`config.mk`:
```
export PLATFORM = sky130hd
export DESIGN_NAME = ldl_rr_arbiter
export DESIGN_NICKNAME = d
export VERILOG_FILES = /design/src/rtl/ldl_rr_arbiter.sv
export SDC_FILE = /design/constraint.sdc
export NUM_CORES = 1
export LEC_CHECK = 0
export CAP_MARGIN = 30
export CORE_AREA = 2 2 44 46
export DETAILED_ROUTE_END_ITERATION = 12
export DIE_AREA = 0 0 46 48
export PLACE_DENSITY = 0.72
export SYNTH_ARGS = -nofsm -noshare
export SYNTH_HDL_FRONTEND = slang
export SYNTH_SLANG_ARGS = --single-unit
```
`constraint.sdc`:
```
create_clock -name clk -period 2.3 [get_ports clk]
set_input_delay 0.23 -clock clk [delete_from_list [all_inputs] [get_ports clk]]
set_output_delay 0.23 -clock clk [all_outputs]
set_load 0.1 [all_outputs]
```
`src/rtl/ldl_rr_arbiter.sv`:
```
// ---------------------------------------------------------------------------
// ldl_rr_arbiter
//   Round-robin arbiter with grant tenure limit. One requester at a time holds
//   the resource until it signals done or until MAX_HOLD cycles elapse, at
//   which point it is forcibly released and timeout pulses for one cycle.
//   Priority rotates to the requester just after the last holder, so every
//   active requester is served within WIDTH grants. Arbitration happens only
//   in IDLE, which leaves one bubble cycle between consecutive grants.
// ---------------------------------------------------------------------------
module ldl_rr_arbiter #(
    parameter int WIDTH    = 4,
    parameter int MAX_HOLD = 8
) (
    input  logic                     clk,
    input  logic                     rst,
    input  logic [WIDTH-1:0]         req,
    input  logic                     done,
    output logic [WIDTH-1:0]         gnt,
    output logic [$clog2(WIDTH)-1:0] gnt_id,
    output logic                     gnt_vld,
    output logic                     timeout
);

    localparam int IW = $clog2(WIDTH);
    localparam int CW = $clog2(MAX_HOLD + 1);

    // WIDTH held one bit wider than an index so index sums never overflow.
    localparam logic [IW:0]   WIDTH_W   = (IW + 1)'(WIDTH);
    localparam logic [CW-1:0] HOLD_LAST = CW'(MAX_HOLD - 1);

    typedef enum logic {
        IDLE  = 1'b0,
        GRANT = 1'b1
    } state_t;

    // Registered state and outputs.
    state_t          state_q,   state_d;
    logic [IW-1:0]   ptr_q,     ptr_d;
    logic [CW-1:0]   cnt_q,     cnt_d;
    logic [WIDTH-1:0] gnt_q,    gnt_d;
    logic [IW-1:0]   gnt_id_q,  gnt_id_d;
    logic            gnt_vld_q, gnt_vld_d;
    logic            timeout_q, timeout_d;

    // Arbitration datapath.
    logic [WIDTH-1:0] rot_req;
    logic [IW-1:0]    low_idx;
    logic [IW-1:0]    winner;
    logic [WIDTH-1:0] winner_oh;
    logic             any_req;

    // (a + b) mod WIDTH for a, b < WIDTH; correct for non-power-of-2 WIDTH
    // because the sum is formed one bit wider and reduced by a single subtract.
    function automatic logic [IW-1:0] wrap_add(input logic [IW-1:0] a,
                                               input logic [IW-1:0] b);
        logic [IW:0] s;
        s = {1'b0, a} + {1'b0, b};
        if (s >= WIDTH_W) begin
            s = s - WIDTH_W;
        end
        return IW'(s);
    endfunction

    // Rotate req right by ptr so the highest-priority requester sits at bit 0,
    // then pick the lowest set bit and map it back to an absolute index.
    always_comb begin
        // NOTE: every combinational output gets a default before any branch,
        // so no path can leave it unassigned and infer a latch.
        rot_req   = '0;
        low_idx   = '0;
        for (int i = 0; i < WIDTH; i++) begin
            rot_req[i] = req[wrap_add(IW'(i), ptr_q)];
        end
        // Scanning downward lets the last hit be the lowest set bit.
        for (int i = WIDTH - 1; i >= 0; i--) begin
            if (rot_req[i]) begin
                low_idx = IW'(i);
            end
        end
        any_req   = |req;
        winner    = wrap_add(low_idx, ptr_q);
        winner_oh = {{(WIDTH-1){1'b0}}, 1'b1} << winner;
    end

    // Next-state and next-output logic for the IDLE/GRANT machine.
    always_comb begin
        state_d   = state_q;
        ptr_d     = ptr_q;
        cnt_d     = cnt_q;
        gnt_d     = gnt_q;
        gnt_id_d  = gnt_id_q;
        gnt_vld_d = gnt_vld_q;
        timeout_d = 1'b0;

        case (state_q)
            IDLE: begin
                // done is meaningless without a holder and is ignored here.
                if (any_req) begin
                    state_d   = GRANT;
                    gnt_d     = winner_oh;
                    gnt_id_d  = winner;
                    gnt_vld_d = 1'b1;
                    cnt_d     = '0;
                end
            end

            GRANT: begin
                // Outputs are frozen while held; req is not looked at here.
                if (done || (cnt_q == HOLD_LAST)) begin
                    state_d   = IDLE;
                    gnt_d     = '0;
                    gnt_id_d  = '0;
                    gnt_vld_d = 1'b0;
                    cnt_d     = '0;
                    ptr_d     = wrap_add(gnt_id_q, IW'(1));
                    // A voluntary release on the last hold cycle is not a timeout.
                    timeout_d = ~done;
                end else begin
                    cnt_d = cnt_q + CW'(1);
                end
            end

            default: begin
                state_d = IDLE;
            end
        endcase
    end

    // State and output registers with synchronous reset.
    always_ff @(posedge clk) begin
        // NOTE: sequential state uses non-blocking assignments so every register
        // samples the pre-edge value of its inputs. Reset is checked first so it
        // overrides done, req and a pending timeout in the same cycle.
        if (rst) begin
            state_q   <= IDLE;
            ptr_q     <= '0;
            cnt_q     <= '0;
            gnt_q     <= '0;
            gnt_id_q  <= '0;
            gnt_vld_q <= 1'b0;
            timeout_q <= 1'b0;
        end else begin
            state_q   <= state_d;
            ptr_q     <= ptr_d;
            cnt_q     <= cnt_d;
            gnt_q     <= gnt_d;
            gnt_id_q  <= gnt_id_d;
            gnt_vld_q <= gnt_vld_d;
            timeout_q <= timeout_d;
        end
    end

    assign gnt     = gnt_q;
    assign gnt_id  = gnt_id_q;
    assign gnt_vld = gnt_vld_q;
    assign timeout = timeout_q;

    // Structural invariants of the grant outputs.
    a_gnt_onehot : assert property (@(posedge clk) disable iff (rst)
        $onehot0(gnt_q));
    a_vld_matches : assert property (@(posedge clk) disable iff (rst)
        gnt_vld_q == (|gnt_q));
    a_timeout_released : assert property (@(posedge clk) disable iff (rst)
        timeout_q |-> !gnt_vld_q);

endmodule
```
* Yosys cells after proc, flatten, opt, wreduce, memory -nomap -nowiden
Cells that the tools add are included.
** Storage, ports and cells
- Bits in registers :: 15
- Input bits :: 7
- Output and inout bits :: 8
- Logic and storage cells :: 74
** Cells by class
- $add $sub $neg :: 12
- Order comparisons :: 10
- Eq/ne operators :: 3
- Shifts and indexed selects :: 1
- Muxes and demuxes :: 33
- Bitwise gates (word level) :: 3
- Reductions and logical operators :: 5
** Operator list (number)
- $mux 2 :: 12
- $mux 4 :: 4
- $pmux 4 s2 :: 2
- $ge 3x3->1 const B :: 5
- $lt 2x3->1 const B :: 4
- $sub 2x1->2 const B :: 6
- $bmux 1 s2 :: 4
- $mux 1 :: 8
- $add 2x2->3 const A :: 2
- $add 4x1->4 const B :: 1
- $eq 4x3->1 const B :: 1
- $pmux 1 s2 :: 2
- $pmux 2 s2 :: 1
- $reduce_and 2->1 :: 2
- $reduce_or 4->1 :: 1
- $shl 1x2->4 const A :: 1
- $add 1x2->3 const A :: 1
- $add 2x1->3 const B :: 1
- $add 2x2->3 :: 1
- $ge 2x3->1 const B :: 1
- $not 1->1 :: 3
- $reduce_or 3->1 :: 1
- $ne 2x1->1 const B :: 1
- $ne 2x2->1 const B :: 1
- $logic_or 1x1->1 :: 1

* Depth between registers and ports, before layout
- Word-level depth :: 15
- Gate-level depth with buffers :: 8

* Worst setup path after synthesis
OpenSTA, ideal clock, no wires.
- Path kind :: reg2reg
- From :: register ptr_q[0]
- To :: register gnt_q[1], in the netlist gnt[1]
- Library setup time :: 0.119 ns
- Arrival time :: 1.787 ns
- Slack :: 0.394 ns
- Cell stages (with the launch flop) :: 8
- Period minus slack after synthesis :: 1.906 ns
- Cells stage by stage :: dfxtp_1 > clkbuf_4 > or4_1 > o211ai_1 > ha_1 > xnor2_1 > xnor2_2 > a32o_2
** Between the ends
- Cells in the longest elaborated chain, start to end :: 15
- Elaborated cells between the ends (all ways) :: 34
- Classes of those cells :: add/sub (9); order compare (5); shift (1); mux (19)
** RTL lines
- start, declared :: line 38 : logic [IW-1:0] ptr_q, ptr_d;
- start signal, assigned :: line 144 : ptr_q <= ptr_d;
- $add 2x2->3 :: line 57 : s = {1'b0, a} + {1'b0, b};
- $ge 3x3->1 or $sub 2x1->2 (tied branches) :: line 58, 59
- $mux 2 :: line 58 : if (s >= WIDTH_W) begin
- $bmux 1 s2 :: line 72 : rot_req[i] = req[wrap_add(IW'(i), ptr_q)];
- $mux 1 (implied by the code) :: line 72
- $mux 2 (4 in a row) :: line 76 : if (rot_req[i]) begin
- $add 2x2->3 (*) :: line 57
- $ge 3x3->1 or $sub 2x1->2 (tied branches) :: line 58, 59
- $mux 2 (*) :: line 58
- $shl 1x2->4 (*) :: line 82 : winner_oh = {{(WIDTH-1){1'b0}}, 1'b1} << winner;
- $mux 4 (*) :: line 98 : if (any_req) begin
- $pmux 4 s2 (*) :: line 95 : case (state_q)
- end signal, assigned :: line 146 : gnt_q <= gnt_d;
- end, declared :: line 40 : logic [WIDTH-1:0] gnt_q, gnt_d;
Mark *: on every way between the ends. The rest lies on a longest branch, timed or not. The select of a mux whose other input is x is not followed.
A chain may end at the register's enable or synchronous reset.

* Final worst setup path
Ends and elaborated chain as after synthesis.

==> out/qor.txt <==
Nature of the critical path endpoint -> register
Max_cap viols -> 0
R2r worst-path depth -> 7
Hold Crit Class -> register to register
First-pass GRT wire length -> 2711 um
Global Route Usage Sum -> 0.1773
Antenna violations before repair -> 0
Worst-Skew Late Latency -> 0.29 ns
Total number of vias -> 709
Critical path required time -> 2.49 ns
Largest net degree at the start of global routing -> 13
CTS Sinks -> 15
Starting DRT DRC Count -> 16
F_max -> 0.4725 GHz
Most frequent cells in the layout -> 15 x nor2_1, 15 x dfxtp_1, 14 x buf_4
FF+latch count, synth -> 15
Die Ht -> 48 um
Period utilization -> 0.9201
Gpl congestion -> 0.7927
Peak supply drop -> 0.4023 mV
Synth cell types -> 38
R2r endpoint -> gnt[1]
Relative slew slack -> 0.6998
Worst Skew -> 0.002016 ns
Count of pins over their slew limit -> 0
Hold depth -> 2
Filler instances -> 152
Setup TNS -> 0 ns
TritonCTS Buffers -> 3
IO Port Bufs -> 14
Die area -> 0.002208 mm2
Root buf cell -> clkbuf_4
Startpoint Class -> register
Worst slew pin tran -> 0.4498 ns
Layout cells sized above 1 -> 0.2407
Cell area after synthesis -> 790.8 um2
Clock transition at path regs -> 0.09 ns
Status -> finished, final reports clean
Final HPWL DP -> 1201 um
Max clock buf depth -> 2
CTS tree -> done
Initial Util -> 0.4681
Worst R2R Setup Slack -> 0.18 ns
Static Leakage -> 0.3972 nW
Worst Path Arrival -> 2.31 ns
Syn Area/Cell -> 8.986 um2
Sequential-to-total area share from yosys stat -> 0.3797
Core ar. -> 0.001689 mm2
Postcts setup bufs -> 0
Syn Inst Count -> 88
DRT Pass-1 Iters -> 4
Setup violations, final -> 0
Area added between synthesis and finish -> 22.63%
CP max FO -> 12
Post-CTS sizing -> 0
# rows -> 15
Util after Layout -> 0.5741
Die W -> 46 um
GRT overflow -> 0
Ys flop type -> dfxtp_1
# IOs -> 15
Final wirelength -> 1635 um
H-tree depth -> 1
Minimum clock period -> 2.116 ns
EDFF count, synth -> 0
DRC viols -> 0
Layout Nets -> 118
Ys async rst share -> 0
Vias in the first global route -> 604
# hold bufs at CTS -> 0
Synth Net Count -> 97
Hold Vio Cnt, Final -> 0
YS warnings -> 0
RSZ-0062 raised after global routing -> false
R2R Path Start -> ptr_q[0]
Vias per cell -> 5.672
Routed Antenna Nets -> 0
Diode count -> 0
Routed wire per std cell -> 13.08 um
Min-delay src -> gnt[2]
Critical path class -> register to register
Pwr Density -> 707.8 mW/mm2
Hold Crit Endpoint -> gnt[2]
[worst max path at each step]
| stage | startpoint | endpoint | slack (ns) |
|---|---|---|---|
| 2_1_floorplan | ptr_q[0] | gnt[1] | 0.39 |
| 3_3_place_gp | req[3] | gnt[1] | 0.10 |
| 3_5_place_dp | req[3] | gnt[1] | 0.06 |
| 4_1_cts | ptr_q[0] | gnt[1] | 0.22 |
| 5_1_grt | ptr_q[0] | gnt[1] | 0.04 |
| 6_report | ptr_q[0] | gnt[1] | 0.18 |
[layout make-up]
cell class,count,area (um2),area share
Tap cell,17,21.27,0.02194
Multi-Input combinational cell,67,449.2,0.4632
Sequential cell,15,300.3,0.3097
Inverter,2,7.507,0.007742
Timing Repair Buffer,20,165.2,0.1703
Clock buffer,4,26.28,0.02710
[metrics by stage]
stage	area, um2	hold WS (ns)	setup WS, ns	instances	total power [mW]
6_report	969.7	0.4556	0.1837	125	0.6863
5_1_grt	969.7	0.4898	0.04147	125	0.7174
4_1_cts	969.7	0.4592	0.2241	125	0.6896
3_5_place_dp	943.4	0.4412	0.05673	121	0.5383
3_3_place_gp	943.4	0.4331	0.1005	121	0.5354
2_1_floorplan	790.8	0.3061	0.3943	88	0.4812
[synth_stat cells (2+ instances only)]
master | count | area (um2)
nor2_1 | 15 | 56.30
nand2_1 | 8 | 30.03
inv_1 | 2 | 7.510
ha_1 | 2 | 25.02
o211ai_1 | 2 | 15.01
a211oi_1 | 2 | 15.01
xnor2_1 | 2 | 17.52
or3_1 | 2 | 12.51
o21ai_1 | 2 | 10.01
nand3_1 | 2 | 10.01
buf_6 | 2 | 22.52
nor3_1 | 4 | 20.02
a21oi_1 | 2 | 10.01
dfxtp_1 | 15 | 300.3
nand2b_1 | 2 | 12.51
o21ai_0 | 2 | 10.01
[state kept, by name, indices dropped and copies added, names as in the netlist]
name	cells
cnt_q	4
gnt	4
gnt_id	2
gnt_vld	1
ptr_q	2
state_q	1
timeout	1
[critical path, stage by stage (launching register included)]
cell	delay, ns
dfxtp_1	0.61
nor3_1	0.12
a311oi_1	0.33
o211ai_1	0.14
ha_1	0.20
xnor2_1	0.22
xnor2_2	0.13
a32o_2	0.27
[logic make-up (layout without fill, tap and decap cells)]
| group | Yosys count | in the layout | synth area share |
|---|---|---|---|
| buffers and inverters | 6 | 26 | 0.05222 |
| adder cells (fa/ha/maj) | 2 | 2 | 0.03164 |
| AO/OA/AOI/OAI | 21 | 21 | 0.2168 |
| XOR/XNOR | 3 | 3 | 0.04273 |
| flip-flops | 15 | 15 | 0.3797 |
| AND/OR/NAND/NOR | 41 | 41 | 0.2769 |
[power by group]
| group | total [mW] | internal, mW | leakage (nW) | switching [mW] |
|---|---|---|---|---|
| Combinational | 0.235 | 0.0746 | 0.259 | 0.160 |
| Sequential | 0.298 | 0.279 | 0.123 | 0.0192 |
| Clock | 0.154 | 0.0676 | 0.0150 | 0.0861 |
| Total | 0.686 | 0.421 | 0.397 | 0.266 |
[metal layers]
layer	vias to the layer above	global-route usage	wire length [um]
met5	-	0	0
met4	0	0.1200	48
met3	5	0.02264	51
met2	18	0.2806	753
met1	325	0.2250	781
li1	361	-	-
Power figures use the tool's default switching activity.
==> RTL edit (config.mk and constraints unchanged) <==
Reset style: asynchronous (`rst`), changed in one clocked block. Comments in the files are not updated.
--- a/src/rtl/ldl_rr_arbiter.sv
+++ b/src/rtl/ldl_rr_arbiter.sv
@@ -128,5 +128,5 @@
 
     // State and output registers with synchronous reset.
-    always_ff @(posedge clk) begin
+    always_ff @(posedge clk or posedge rst) begin
         // NOTE: sequential state uses non-blocking assignments so every register
         // samples the pre-edge value of its inputs. Reset is checked first so it
Check against the original RTL: differs if rst is asserted again (counterexample within 4 cycles, from zero or initial values and one cycle with rst high); with rst held inactive, the same outputs for 10 cycles.
==> RTL edit against the original RTL <==
Sequential share of layout area rose by 4.5 points. Worst setup slack improved by 0.13 ns. Die area did not move. Design area rose by 9.2%. Synthesized cell count fell by 2.3%. Sequential cell count did not move. Global-route usage rose by 0.40 points. Count of clock-buffer cells in the layout did not move. Wire length rose by 2.7%. Area after synthesis rose by 11%. Critical endpoint is now gnt[1]. Highest routed layer unchanged.
Power is not compared: it rests on default switching activity, and its combinational part moved more than twofold at a synthesized area within 25%.
==> RTL edit: results (changes against the original RTL) <==
layout:
  drive_gt1_share_pct: 23.6  # -0.49 points
yosys:
  synth_cell_types: 34  # -11%
  synthTopCellsByArea: "dfrtp_1, a32o_2, a32o_1"
  synthMuxAreaShare_pct: 1.71  # +1.7 points
  syn_inst: 86  # -2.3%
  syn_nets: 95  # -2.1%
  synth-xor-area-share_pct: 3.99  # -0.28 points
  yosysSeqAreaShare_pct: 42.8  # +4.8 points
  synth_compound_area_share_pct: 25.0  # +3.3 points
  synth_fa_ha_area_share_pct: 2.85  # -0.31 points
  yosys-top-cells-count: "dfrtp_1, nand2_1, o21ai_0"
  yosys_most_used_dff: "dfrtp_1"
  async_flop_share_pct: 100  # +100 points
global_routing:
  grt_pass1_wl_mm: 2.82  # +3.8%
  grt_max_degree: 16  # +3
  grtUsageTotal_pct: 18.1  # +0.40 points
  grt_pass1_vias: 684  # +13%
timing:
  worst_slew_pin_slew_ns: 0.563  # +0.114 ns
  clock_skew_ns: 0.00317  # +0.00115 ns
  period_minus_slack_ns: 1.99  # -0.125 ns
status:
  status: "finished clean"
routing:
  wl_met3_um: 43  # -16%
  num_vias: 705  # -0.56%
  routed_wl_mm: 1.68  # +2.7%
  wl_met2_um: 882  # +17%
  routedWlPerCell_um: 13.7  # +4.4%
  drtIter0Drc: 7  # -9
  wirelength_met1_um: 730  # -6.5%
critical_path:
  crit_slowest_cell: "dfrtp_1"
  cp-startpoint: "ptr_q[1]"
  rr_endpoint: "gnt[1]"
  max_stage_delay_ns: 0.55  # -0.06 ns
  arrival_ns: 2.16  # -0.15 ns
  rrSetupSlack_ns: 0.31  # +0.13 ns
  crit_fanout: 11  # -1
  rr_worst_depth: 8  # +1
min_path:
  hold_class: "in2async"
pwr:
  power_mw: 1.23
  peakVddDrop_mv: 0.522
clock_network:
  cts_setup_buffers: 0  # unchanged
  clock_latency_ns: 0.27  # -0.02 ns
placed_design:
  hpwlAfterDp_mm: 1.34  # +12%
  placed_cells: 119  # -1.7%
  gp_congestion: 0.789  # -0.43%
  dp_slack_ns: 0.105  # +0.0485 ns
  placed_cell_area_sq_um: 1030  # +9.4%
## RTL edit: cell count changes after synthesis, moves of 3 or more
cell     delta
o21ai_0     +4
a32o_1      +3
dfrtp_1    +15
nor2_1     -11
dfxtp_1    -15
## RTL edit: worst min path at each step
stage	to	slack [ns]	cells past startpoint
after global routing	gnt_vld	0.34	2
after CTS	cnt_q[3]	0.31	2
final	gnt[0]	0.30	2
after global placement	gnt_vld	0.48	1
after floorplan	cnt_q[0]	0.13	1
after detailed placement	gnt_vld	0.48	1
## RTL edit: per-layer routing
metal | GRT usage [%] | up-vias
met2 | 34.7 | 12
met5 | 0 | -
met1 | 19.6 | 333
li1 | - | 356
met3 | 4.53 | 4
met4 | 5.14 | 0
## RTL edit: cell type report
cell class	count	area [sq um]
Clock buffer	4	26.3
Fill cell	157	631
Inverter	3	11.3
Multi-Input combinational cell	66	474
Sequential cell	15	375
Tap cell	17	21.3
Timing Repair Buffer	18	150
